===== src/rtl/accumulator_unit.sv =====
// Accumulator with LOAD/ADD/SUB/NOP, IDLE->EXEC->DONE handshake and flags.
// Define ACC_SATURATE_EN to clamp ADD/SUB on signed overflow instead of wrapping.
module accumulator_unit #(
  parameter int DB = 16
) (
  input  logic          clk,
  input  logic          rst_n,
  input  logic [DB-1:0] Operando,
  input  logic [1:0]    Op,
  input  logic          OpValido,
  input  logic          Limpiar,
  output logic          Listo,
  output logic [DB-1:0] Acc,
  output logic          ResValido,
  output logic          Zero,
  output logic          Carry,
  output logic          Desborde
);

  typedef enum logic [1:0] {
    IDLE,
    EXEC,
    DONE
  } state_t;

  localparam logic [DB-1:0] MAXP = {1'b0, {(DB-1){1'b1}}};
  localparam logic [DB-1:0] MINN = {1'b1, {(DB-1){1'b0}}};

  state_t        state;
  state_t        state_nx;
  logic [DB-1:0] opnd_q;
  logic [1:0]    op_q;
  logic          accept;
  logic          op_load;
  logic          op_add;
  logic          op_sub;
  logic          op_nop;
  logic [DB:0]   sum;
  logic [DB:0]   dif;
  logic [DB-1:0] acc_nx;
  logic          carry_nx;
  logic          ovf_nx;

  assign Listo     = (state == IDLE);
  assign ResValido = (state == DONE);
  assign accept    = Listo & OpValido & ~Limpiar;

  always_ff @(posedge clk or negedge rst_n) begin
    if (!rst_n) state <= IDLE;
    else        state <= state_nx;
  end

  always_comb begin
    state_nx = state;
    unique case (state)
      IDLE:    if (OpValido) state_nx = EXEC;
      EXEC:    state_nx = DONE;
      DONE:    state_nx = IDLE;
      default: state_nx = IDLE;
    endcase
    if (Limpiar) state_nx = IDLE;
  end

  assign op_load = (op_q == 2'b00);
  assign op_add  = (op_q == 2'b01);
  assign op_sub  = (op_q == 2'b10);
  assign op_nop  = (op_q == 2'b11);

  assign sum = {1'b0, Acc} + {1'b0, opnd_q};
  assign dif = {1'b0, Acc} - {1'b0, opnd_q};

  always_comb begin
    acc_nx   = Acc;
    carry_nx = Carry;
    ovf_nx   = Desborde;
    unique case (1'b1)
      op_load: begin
        acc_nx   = opnd_q;
        carry_nx = 1'b0;
        ovf_nx   = 1'b0;
      end
      op_add: begin
        acc_nx   = sum[DB-1:0];
        carry_nx = sum[DB];
        ovf_nx   = (Acc[DB-1] == opnd_q[DB-1]) &&
                   (sum[DB-1] != Acc[DB-1]);
      end
      op_sub: begin
        acc_nx   = dif[DB-1:0];
        carry_nx = dif[DB];
        ovf_nx   = (Acc[DB-1] != opnd_q[DB-1]) &&
                   (dif[DB-1] != Acc[DB-1]);
      end
      op_nop: ;
      default: ;
    endcase
`ifdef ACC_SATURATE_EN
    // overflow direction always follows the sign of the old Acc
    if ((op_add || op_sub) && ovf_nx)
      acc_nx = Acc[DB-1] ? MINN : MAXP;
`endif
  end

  always_ff @(posedge clk or negedge rst_n) begin
    if (!rst_n) begin
      Acc      <= '0;
      Zero     <= 1'b1;
      Carry    <= 1'b0;
      Desborde <= 1'b0;
      opnd_q   <= '0;
      op_q     <= 2'b11;
    end else if (Limpiar) begin
      Acc      <= '0;
      Zero     <= 1'b1;
      Carry    <= 1'b0;
      Desborde <= 1'b0;
    end else begin
      if (accept) begin
        opnd_q <= Operando;
        op_q   <= Op;
      end
      if (state == EXEC) begin
        Acc      <= acc_nx;
        Zero     <= (acc_nx == '0);
        Carry    <= carry_nx;
        Desborde <= ovf_nx;
      end
    end
  end

  wire unused_min = ^MINN ^ ^MAXP;

endmodule


===== config.mk =====
export PLATFORM = sky130hd
export DESIGN_NAME = accumulator_unit
export DESIGN_NICKNAME = d
export VERILOG_FILES = /design/src/rtl/accumulator_unit.sv
export SDC_FILE = /design/constraint.sdc
export NUM_CORES = 1
export LEC_CHECK = 0
export BUFFER_PORTS_ARGS = -buffer_cell sky130_fd_sc_hd__buf_4
export CAP_MARGIN = 10
export CORE_MARGIN = 1
export CORE_UTILIZATION = 25
export CTS_CLUSTER_DIAMETER = 80
export DETAILED_ROUTE_END_ITERATION = 16
export MAX_ROUTING_LAYER = met4
export SLEW_MARGIN = 5
export SYNTH_ARGS = -nofsm -noshare
export SYNTH_HDL_FRONTEND = slang
export SYNTH_SLANG_ARGS = --single-unit

===== constraint.sdc =====
create_clock -name clk -period 3.75 [get_ports clk]
set_clock_uncertainty 0.15 [all_clocks]
set_input_delay 0.1875 -clock clk [delete_from_list [all_inputs] [get_ports clk]]
set_output_delay 0.1875 -clock clk [all_outputs]
set_load 0.02 [all_outputs]

==> results.py, run 1 <==
metrics = {
    "global_route": {
        "grt_max_degree": 40,
        "grt_overflow": 0,
        "grt_pass1_wl_um": 19550,
        "antenna_found_initial": 0,
        "grt_pass1_vias": 3657,
        "grt.total_usage": 0.1613,
    },
    "logic_synthesis": {
        "synth_compound_area_frac": 0.2728,
        "yosysTopAreaCell": "dfrtp_1",
        "synth.area.top_cells": "dfrtp_1 (23%), ha_1 (12%), nand2_1 (6.4%)",
        "syn_nets": 531,
        "synth_cell_type_count": 81,
        "synth_xor_area_frac": 0.03654,
        "synth_common_cells": "nand2_1 (65), a21oi_1 (37), ha_1 (37)",
        "synth.most_common_cell": "nand2_1",
        "ys_seq_area_frac": 0.2555,
        "synth-main-ff-cell": "dfrtp_1",
        "netlist.area_leader.share": 0.2349,
        "netlist_instances": 470,
        "syn_avg_cell_area_um2": 8.159,
        "yosysWarningCount": 0,
        "synthSimpleGateAreaFrac": 0.2153,
        "synth_top_family_by_area": "compound AO/OA/AOI/OAI gates",
        "synth_mux_area_frac": 0.01599,
        "ys_ff_latch": 39,
        "synth_fa_ha_area_frac": 0.1312,
        "synth_edf_count": 0,
        "syn_area_mm2": 0.003835,
        "synthArstFlopShare": 1.000,
    },
    "critical_path": {
        "crit_type": "reg2reg",
        "cpMaxStageDelayCell": "ha_1",
        "r2r_slack_ps": 240,
        "max_stage_delay_ps": 650,
        "crit_arrival_ps": 3590,
        "path_max_fanout": 11,
        "worst_ep_required_time_ps": 3830,
        "end_kind": "register",
        "path_cells": "ha_1, and2b_1, a2111oi_4, o21ai_1, nand2_1, mux2i_1, o32ai_1, or3b_1, nor4_2, a41o_1",
        "start_kind": "register",
    },
    "power_and_ir_drop": {
        "p_per_area_mw_per_mm2": 444.1,
        "irDropWorstVdd_uv": 191.4,
        "totalPowerFinal_mw": 2.084,
        "leakage_nw": 2.098,
    },
    "run_status": {
        "outcome": "finished, final reports clean",
    },
    "cts": {
        "cts_buffer_depth": 2,
        "clk_latency_ps": 290,
        "cts.repair.resized": 0,
        "htreeDepth": 2,
        "cts_tree": "yes",
        "clk_pin_slew_ps": 60,
        "clock-sinks": 39,
        "cts_root_buf": "clkbuf_16",
        "numCtsBuffers": 5,
    },
    "place": {
        "gp_congestion": 0.9510,
        "place_inst": 679,
        "dp_hpwl_um": 8815,
        "port_buffers": 42,
    },
    "sta": {
        "tightest_slew_ps": 573.1,
        "max_freq_mhz": 285.1,
        "period_needed_ps": 3508,
        "slew_viol_final": 0,
        "hold_viol_final": 0,
        "fin_setup_tns_ps": 0,
        "slew_headroom": 0.6180,
        "rsz0062_at_grt": "false",
        "period_share": 0.9354,
        "setup-violations-final": 0,
    },
    "floorplan": {
        "core_mm2": 0.01475,
        "row_count": 44,
        "start_util": 0.2599,
        "die-area_mm2": 0.01584,
        "boundaryPins": 43,
        "die_y_um": 125.9,
        "die_w_um": 125.9,
    },
    "min_path": {
        "min_path_type": "in2reg",
    },
    "routing": {
        "final_antenna_net_count": 0,
        "drtPass1Iterations": 5,
        "vias": 3668,
        "avgRoutedWirePerCell_um": 17.15,
        "first_iter_violations": 342,
        "remaining_drc_errors": 0,
        "avgViaCountPerCell": 5.195,
        "postRouteWirelength_um": 12110,
    },
    "layout": {
        "finalNonFillerCells": 706,
        "n_antenna_cell": 0,
        "area_growth_pct": 22.38,
        "fill_cells": 1588,
        "final_nets": 582,
        "drive_gt1_frac": 0.1686,
        "final_core_util": 0.3181,
    },
    "flow_run": {
        "cap_violations": 0,
    },
}
==> kinds of logic (layout without fill, tap and decap cells) <==
group                      count (synthesis)  count (layout)
AOI/OAI and AO/OA                        145             145
DFF                                       39              39
buffers and inverters                     65             117
adders and majority gates                 39              39
and+or+nand+nor                          160             160
muxes                                      6               6
xor gates and xnor gates                  16              16
==> through the flow <==
step / setup slack, ps / hold WS [ps] / instance area, um2
final: 242.4 / 146.6 / 4693
after global routing: 66.15 / 147.7 / 4693
after CTS: 268.8 / 143.4 / 4693
after detailed placement: 285.6 / 73.00 / 4329
after global placement: 357.7 / 57.03 / 4329
after floorplan: 606.8 / -258.1 / 3835
==> registers in the layout, indices dropped and copies added, names as in the netlist <==
| register | count |
|---|---|
| Acc | 16 |
| Desborde | 1 |
| opnd_q | 16 |
| Zero | 1 |
| op_q | 2 |
| Carry | 1 |
| state | 2 |
==> final timing paths <==
| check | cells past startpoint | start | endpoint |
|---|---|---|---|
| worst min register to register | 2 | Carry | Carry |
| worst max-delay path | 10 | Acc[4] | Zero |
| worst max register to register | 10 | Acc[4] | Zero |
| max in group asynchronous | 2 | rst_n | Zero |
| worst min-delay path | 2 | Limpiar | Acc[14] |
| min in group asynchronous | 2 | rst_n | Acc[7] |
==> what timing repair did <==
item | 4_1_cts | 5_1_grt
hold endpoints to repair | 54 | 0
buffers inserted | 0 | 0
hold buffers | 19 | 0
==> critical path: cells and delay by family, from the launching register on <==
family                   cells  cell delay [ps]
AO/OA/AOI/OAI                4             1010
flip-flops                   1              430
adder cells (fa/ha/maj)      1              650
multiplexers                 1               90
AND/OR/NAND/NOR              4             1120
==> layout by cell type, fill, tap and decap left out, drive strengths merged, types with 5 or more instances in the layout <==
cell / count
a21o: 6
a21oi: 37
a31oi: 7
buf: 53
clkbuf: 6
dfrtp: 36
dlygate4sd3: 19
ha: 37
inv: 35
mux2i: 5
nand2: 65
nand2b: 7
nand3: 7
nor2: 24
nor2b: 8
nor3: 12
nor4: 7
o21ai: 33
o31ai: 7
o32ai: 5
xnor2: 12
==> routing by layer <==
metal / vias up / track usage / wire length (um)
met5: - / - / 0
met4: 0 / 0.03756 / 118
met3: 14 / 0.02506 / 650
met2: 113 / 0.2637 / 5766
met1: 1763 / 0.2090 / 5574
li1: 1778 / - / -
==> cell type report <==
cell class                      instances  area, um2  area share
Multi-Input combinational cell        366       2582      0.5503
Sequential cell                        39      979.7      0.2087
Timing Repair Buffer                   72      588.1      0.1253
Tap cell                              184      230.2     0.04905
Clock buffer                            6      138.9     0.02959
Inverter                               37      138.9     0.02959
Clock inverter                          2      35.03    0.007465
==> report_power, final <==
group / internal [mW] / total, mW / switching (mW)
Sequential: 0.477 / 0.538 / 0.0617
Clock: 0.332 / 0.522 / 0.191
Combinational: 0.419 / 1.02 / 0.605
Total: 1.23 / 2.08 / 0.857
(Power assumes the default switching activity.)
==> run 2: changes to the inputs <==
--- a/config.mk
+++ b/config.mk
@@ -12,6 +12,7 @@
 export CTS_CLUSTER_DIAMETER = 80
 export DETAILED_ROUTE_END_ITERATION = 16
 export MAX_ROUTING_LAYER = met4
+export RECOVER_POWER = 25
 export SLEW_MARGIN = 5
 export SYNTH_ARGS = -nofsm -noshare
 export SYNTH_HDL_FRONTEND = slang
==> results.py, run 2 (synthesized netlist as in run 1, its figures left out) <==
metrics = {
    "global_route": {
        "grt_pass1_vias": 3657,
        "grt_overflow": 0,
        "grt_pass1_wl_um": 19550,
        "grt.total_usage": 0.1613,
        "grt_max_degree": 40,
        "antenna_found_initial": 0,
    },
    "layout": {
        "final_cell_mix": "nand2_1 (65), buf_4 (52), a21oi_1 (37), ha_1 (37), dfrtp_1 (36)",
        "area_growth_pct": 22.28,
        "layout_commonest_cell": "nand2_1",
        "design_area_mm2": 0.004690,
        "drive_gt1_frac": 0.1667,
        "reg_top3": "Acc (16), opnd_q (16)",
        "final_nets": 582,
        "n_antenna_cell": 0,
    },
    "critical_path": {
        "worst_ep_required_time_ps": 3830,
        "end_kind": "register",
        "path_max_fanout": 11,
        "crit_type": "reg2reg",
        "start_kind": "register",
        "crit_arrival_ps": 3590,
    },
    "power_and_ir_drop": {
        "pwr-share-clk": 0.251,
        "combPwrFrac": 0.491,
        "leakage_nw": 2.095,
        "seqPwrFrac": 0.258,
        "power.switching_mw": 0.8573,
        "swShare": 0.4114,
        "intPower_mw": 1.227,
        "p_per_area_mw_per_mm2": 444.4,
        "irDropWorstVdd_uv": 191.4,
    },
    "routing": {
        "avgRoutedWirePerCell_um": 17.15,
        "avgViaCountPerCell": 5.195,
        "remaining_drc_errors": 0,
        "first_iter_violations": 342,
        "vias": 3668,
        "final_antenna_net_count": 0,
        "postRouteWirelength_um": 12110,
        "drtPass1Iterations": 5,
    },
    "floorplan": {
        "die-area_mm2": 0.01584,
        "row_count": 44,
        "die_y_um": 125.9,
        "die_w_um": 125.9,
        "start_util": 0.2599,
        "core_mm2": 0.01475,
        "boundaryPins": 43,
    },
    "sta": {
        "max_freq_mhz": 285.1,
        "rsz0062_at_grt": "false",
        "slew_headroom": -0.5283,
        "fin_setup_tns_ps": 0,
        "setup-violations-final": 0,
        "period_needed_ps": 3508,
        "tightest_slew_ps": 2292,
        "hold_viol_final": 0,
        "slew_viol_final": 40,
        "layout_setup_ws_ps": 242.4,
        "period_share": 0.9354,
    },
    "cts": {
        "clk_latency_ps": 290,
        "clk_pin_slew_ps": 60,
        "cts_root_buf": "clkbuf_16",
        "numCtsBuffers": 5,
        "cts_buffer_depth": 2,
        "cts_tree": "yes",
        "htreeDepth": 2,
        "cts.repair.resized": 0,
        "clock-sinks": 39,
    },
    "run_status": {
        "violations": "max-capacitance violations, max-slew violations",
        "outcome": "finished with violations",
    },
    "min_path": {
        "min_path_type": "in2reg",
    },
    "place": {
        "dp_hpwl_um": 8815,
        "place_ws_ps": 285.6,
        "port_buffers": 42,
        "dpl_cell_area_mm2": 0.004329,
        "gp_congestion": 0.9510,
    },
    "flow_run": {
        "cap_violations": 1,
    },
}
==> run 2: final timing paths <==
check | slack (ps) | start | depth (start not counted) | endpoint
hold / removal | 150 | Limpiar | 2 | Acc[14]
min in group asynchronous | 990 | rst_n | 2 | Acc[7]
max in group asynchronous | 1160 | rst_n | 2 | Acc[13]
setup reg to reg | 240 | Acc[4] | 10 | Zero
hold reg to reg | 390 | Carry | 2 | Carry
setup / recovery | 240 | Acc[4] | 10 | Zero
==> run 2: what timing repair did <==
action	CTS	global route
hold buffers	19	0
endpoints found under the hold margin	54	0
setup buffers	0	0
==> run 2: cell type report <==
class                   instances  area (um2)
clock inverters                 2       35.03
well taps                     184       230.2
inverters                      37       138.9
fillers                      1587       10060
multi-input cells             366        2582
repair buffers                 72       584.3
flip-flops and latches         39       979.7
clock buffers                   6       138.9
==> run 2: through the flow <==
stage          std cells    util  power, mW  hold WS, ps
2_1_floorplan        470       -      1.277       -258.1
3_3_place_gp         679  0.2934      1.528        57.03
3_5_place_dp         679  0.2934      1.541        73.00
4_1_cts              706  0.3181      2.092        143.4
5_1_grt              706  0.3178      2.218        147.7
6_report             706  0.3178      2.084        146.6
==> run 2: worst max-delay path, stage by stage, from the launching register on <==
cell       delay [ps]
dfrtp_1           430
ha_1              650
and2b_1           310
a2111oi_4         360
o21ai_1           130
nand2_1           140
mux2i_1            90
o32ai_1           310
or3b_1            420
nor4_2            250
a41o_1            210
==> run 2: layer usage <==
layer  up-vias  wire [um]  track usage
met5         -          0            -
met4         0        118      0.03756
met3        14        650      0.02506
met2       113       5766       0.2637
met1      1763       5572       0.2090
li1       1778          -            -
==> run 2: power by group through the flow <==
| stage | combinational, mW | sequential [mW] | clock [mW] |
|---|---|---|---|
| floorplan | 0.729 | 0.547 | 0 |
| global placement | 0.985 | 0.543 | 0 |
| detailed placement | 0.995 | 0.546 | 0 |
| CTS | 1.02 | 0.539 | 0.538 |
| global route | 1.12 | 0.548 | 0.551 |
| finish | 1.02 | 0.538 | 0.522 |
==> run 3: changes to the inputs <==
==> constraint.sdc (replaced) <==
create_clock -name clk -period 3.75 [get_ports clk]
set_clock_uncertainty 0.15 [all_clocks]
set_input_delay 0.9375 -clock clk [delete_from_list [all_inputs] [get_ports clk]]
set_output_delay 0.9375 -clock clk [all_outputs]
set_load 0.02 [all_outputs]
==> results.py, run 3 (synthesized netlist as in run 1, its figures left out) <==
metrics = {
    "run_status": {
        "outcome": "finished with violations",
        "violations": "max-capacitance violations, max-slew violations",
    },
    "routing": {
        "remaining_drc_errors": 0,
        "vias": 3631,
        "final_antenna_net_count": 0,
        "avgRoutedWirePerCell_um": 17.52,
        "first_iter_violations": 371,
        "postRouteWirelength_um": 12040,
        "drtPass1Iterations": 5,
        "avgViaCountPerCell": 5.285,
    },
    "critical_path": {
        "r2r_slack_ps": 220,
        "crit_arrival_ps": 3610,
        "end_kind": "register",
        "crit_type": "reg2reg",
        "startpoint": "Acc[4]",
        "rr_startpoint": "Acc[4]",
        "path_max_fanout": 11,
        "timing.rr.end": "Zero",
        "start_kind": "register",
        "cp-endpoint": "Zero",
        "r2r_cells": 10,
        "worst_ep_required_time_ps": 3830,
    },
    "power_and_ir_drop": {
        "combPwrFrac": 0.487,
        "leakage_nw": 2.015,
        "irDropWorstVdd_uv": 191.5,
        "p_per_area_mw_per_mm2": 459.3,
        "pwr-share-clk": 0.252,
        "swShare": 0.4127,
        "seqPwrFrac": 0.261,
        "intPower_mw": 1.214,
        "power.switching_mw": 0.8529,
        "totalPowerFinal_mw": 2.066,
    },
    "min_path": {
        "holdCritStartpoint": "Carry",
        "min_path_type": "reg2reg",
    },
    "floorplan": {
        "die-area_mm2": 0.01584,
        "start_util": 0.2599,
        "die_w_um": 125.9,
        "die_y_um": 125.9,
        "core_mm2": 0.01475,
        "boundaryPins": 43,
        "row_count": 44,
    },
    "global_route": {
        "antenna_found_initial": 0,
        "grt.total_usage": 0.1600,
        "grt_pass1_vias": 3569,
        "grt_overflow": 0,
        "grt_max_degree": 40,
        "grt_pass1_wl_um": 19330,
    },
    "place": {
        "port_buffers": 42,
        "gp_congestion": 0.9510,
        "dp_hpwl_um": 8815,
        "place_inst": 679,
    },
    "layout": {
        "final_cell_mix": "nand2_1 (65), buf_4 (52), a21oi_1 (37), ha_1 (37), dfrtp_1 (36)",
        "area_growth_pct": 17.32,
        "final_core_util": 0.3050,
        "drive_gt1_frac": 0.1730,
        "final_nets": 563,
        "reg_top3": "Acc (16), opnd_q (16)",
        "multi_input_area_mm2": 0.002582,
        "fill_cells": 1597,
        "n_antenna_cell": 0,
        "layout_commonest_cell": "nand2_1",
        "register_area_um2": 979.7,
        "finalNonFillerCells": 687,
    },
    "sta": {
        "tightest_slew_ps": 2273,
        "period_needed_ps": 3526,
        "fin_setup_tns_ps": 0,
        "hold_ws_ps": 386.5,
        "setup-violations-final": 0,
        "slew_headroom": -0.5155,
        "hold_viol_final": 0,
        "max_freq_mhz": 283.6,
        "period_share": 0.9404,
        "slew_viol_final": 40,
        "rsz0062_at_grt": "false",
    },
    "cts": {
        "postCtsHoldBufs": 0,
        "clock-sinks": 39,
        "clk_pin_slew_ps": 60,
        "cts_buffer_depth": 2,
        "cts.repair.resized": 0,
        "cts_root_buf": "clkbuf_16",
        "numCtsBuffers": 5,
        "clk_latency_ps": 290,
        "cts_setup_buffers": 0,
        "cts_tree": "yes",
        "htreeDepth": 2,
    },
    "flow_run": {
        "cap_violations": 1,
    },
}
-- run 3: cell types whose count changed in the layout (fill, tap and decap cells not counted) --
cell           change
dlygate4sd3_1     -19
-- run 3: area by class of cell --
| cell class | count | share of cell area |
|---|---|---|
| flip-flops and latches | 39 | 0.2177 |
| inverters | 37 | 0.03087 |
| well taps | 184 | 0.05117 |
| clock inverters | 2 | 0.007786 |
| clock buffers | 6 | 0.03087 |
| repair buffers | 53 | 0.08760 |
| multi-input cells | 366 | 0.5740 |
-- run 3: power by group through the flow --
stage / sequential (mW) / clock, mW / combinational, mW
floorplan: 0.547 / 0 / 0.729
global placement: 0.543 / 0 / 0.985
detailed placement: 0.546 / 0 / 0.995
CTS: 0.539 / 0.538 / 0.999
global route: 0.548 / 0.551 / 1.10
finish: 0.539 / 0.521 / 1.01
-- run 3: per-stage QoR --
stage	cell area, um2	setup slack, ps
global route	4499	66.15
CTS	4503	268.8
floorplan	3835	606.8
finish	4499	223.6
detailed placement	4329	285.6
global placement	4329	357.7
-- run 3: metal layers --
metal  track usage  vias to the layer above  share of wire  routed length (um)
li1              -                     1747              -                   -
met4       0.03756                        0          0.011                 138
met1        0.2069                     1733           0.45                5426
met3       0.02634                       19          0.060                 721
met5             -                        -              0                   0
met2        0.2608                      132           0.48                5753
-- run 3: how the worst min path moves through the flow --
stage / to / slack, ps / cells past startpoint
final: Carry / 390 / 2
after global routing: Carry / 420 / 2
after CTS: Carry / 400 / 2
after detailed placement: Carry / 380 / 2
after global placement: Carry / 370 / 2
after floorplan: op_q[1] / 370 / 2
-- run 3: worst max-delay path, stage by stage (launching register included) --
cell       delay, ps
dfrtp_1          430
ha_1             660
and2b_1          310
a2111oi_4        370
o21ai_1          140
nand2_1          150
mux2i_1           90
o32ai_1          310
or3b_1           420
nor4_2           250
a41o_1           210
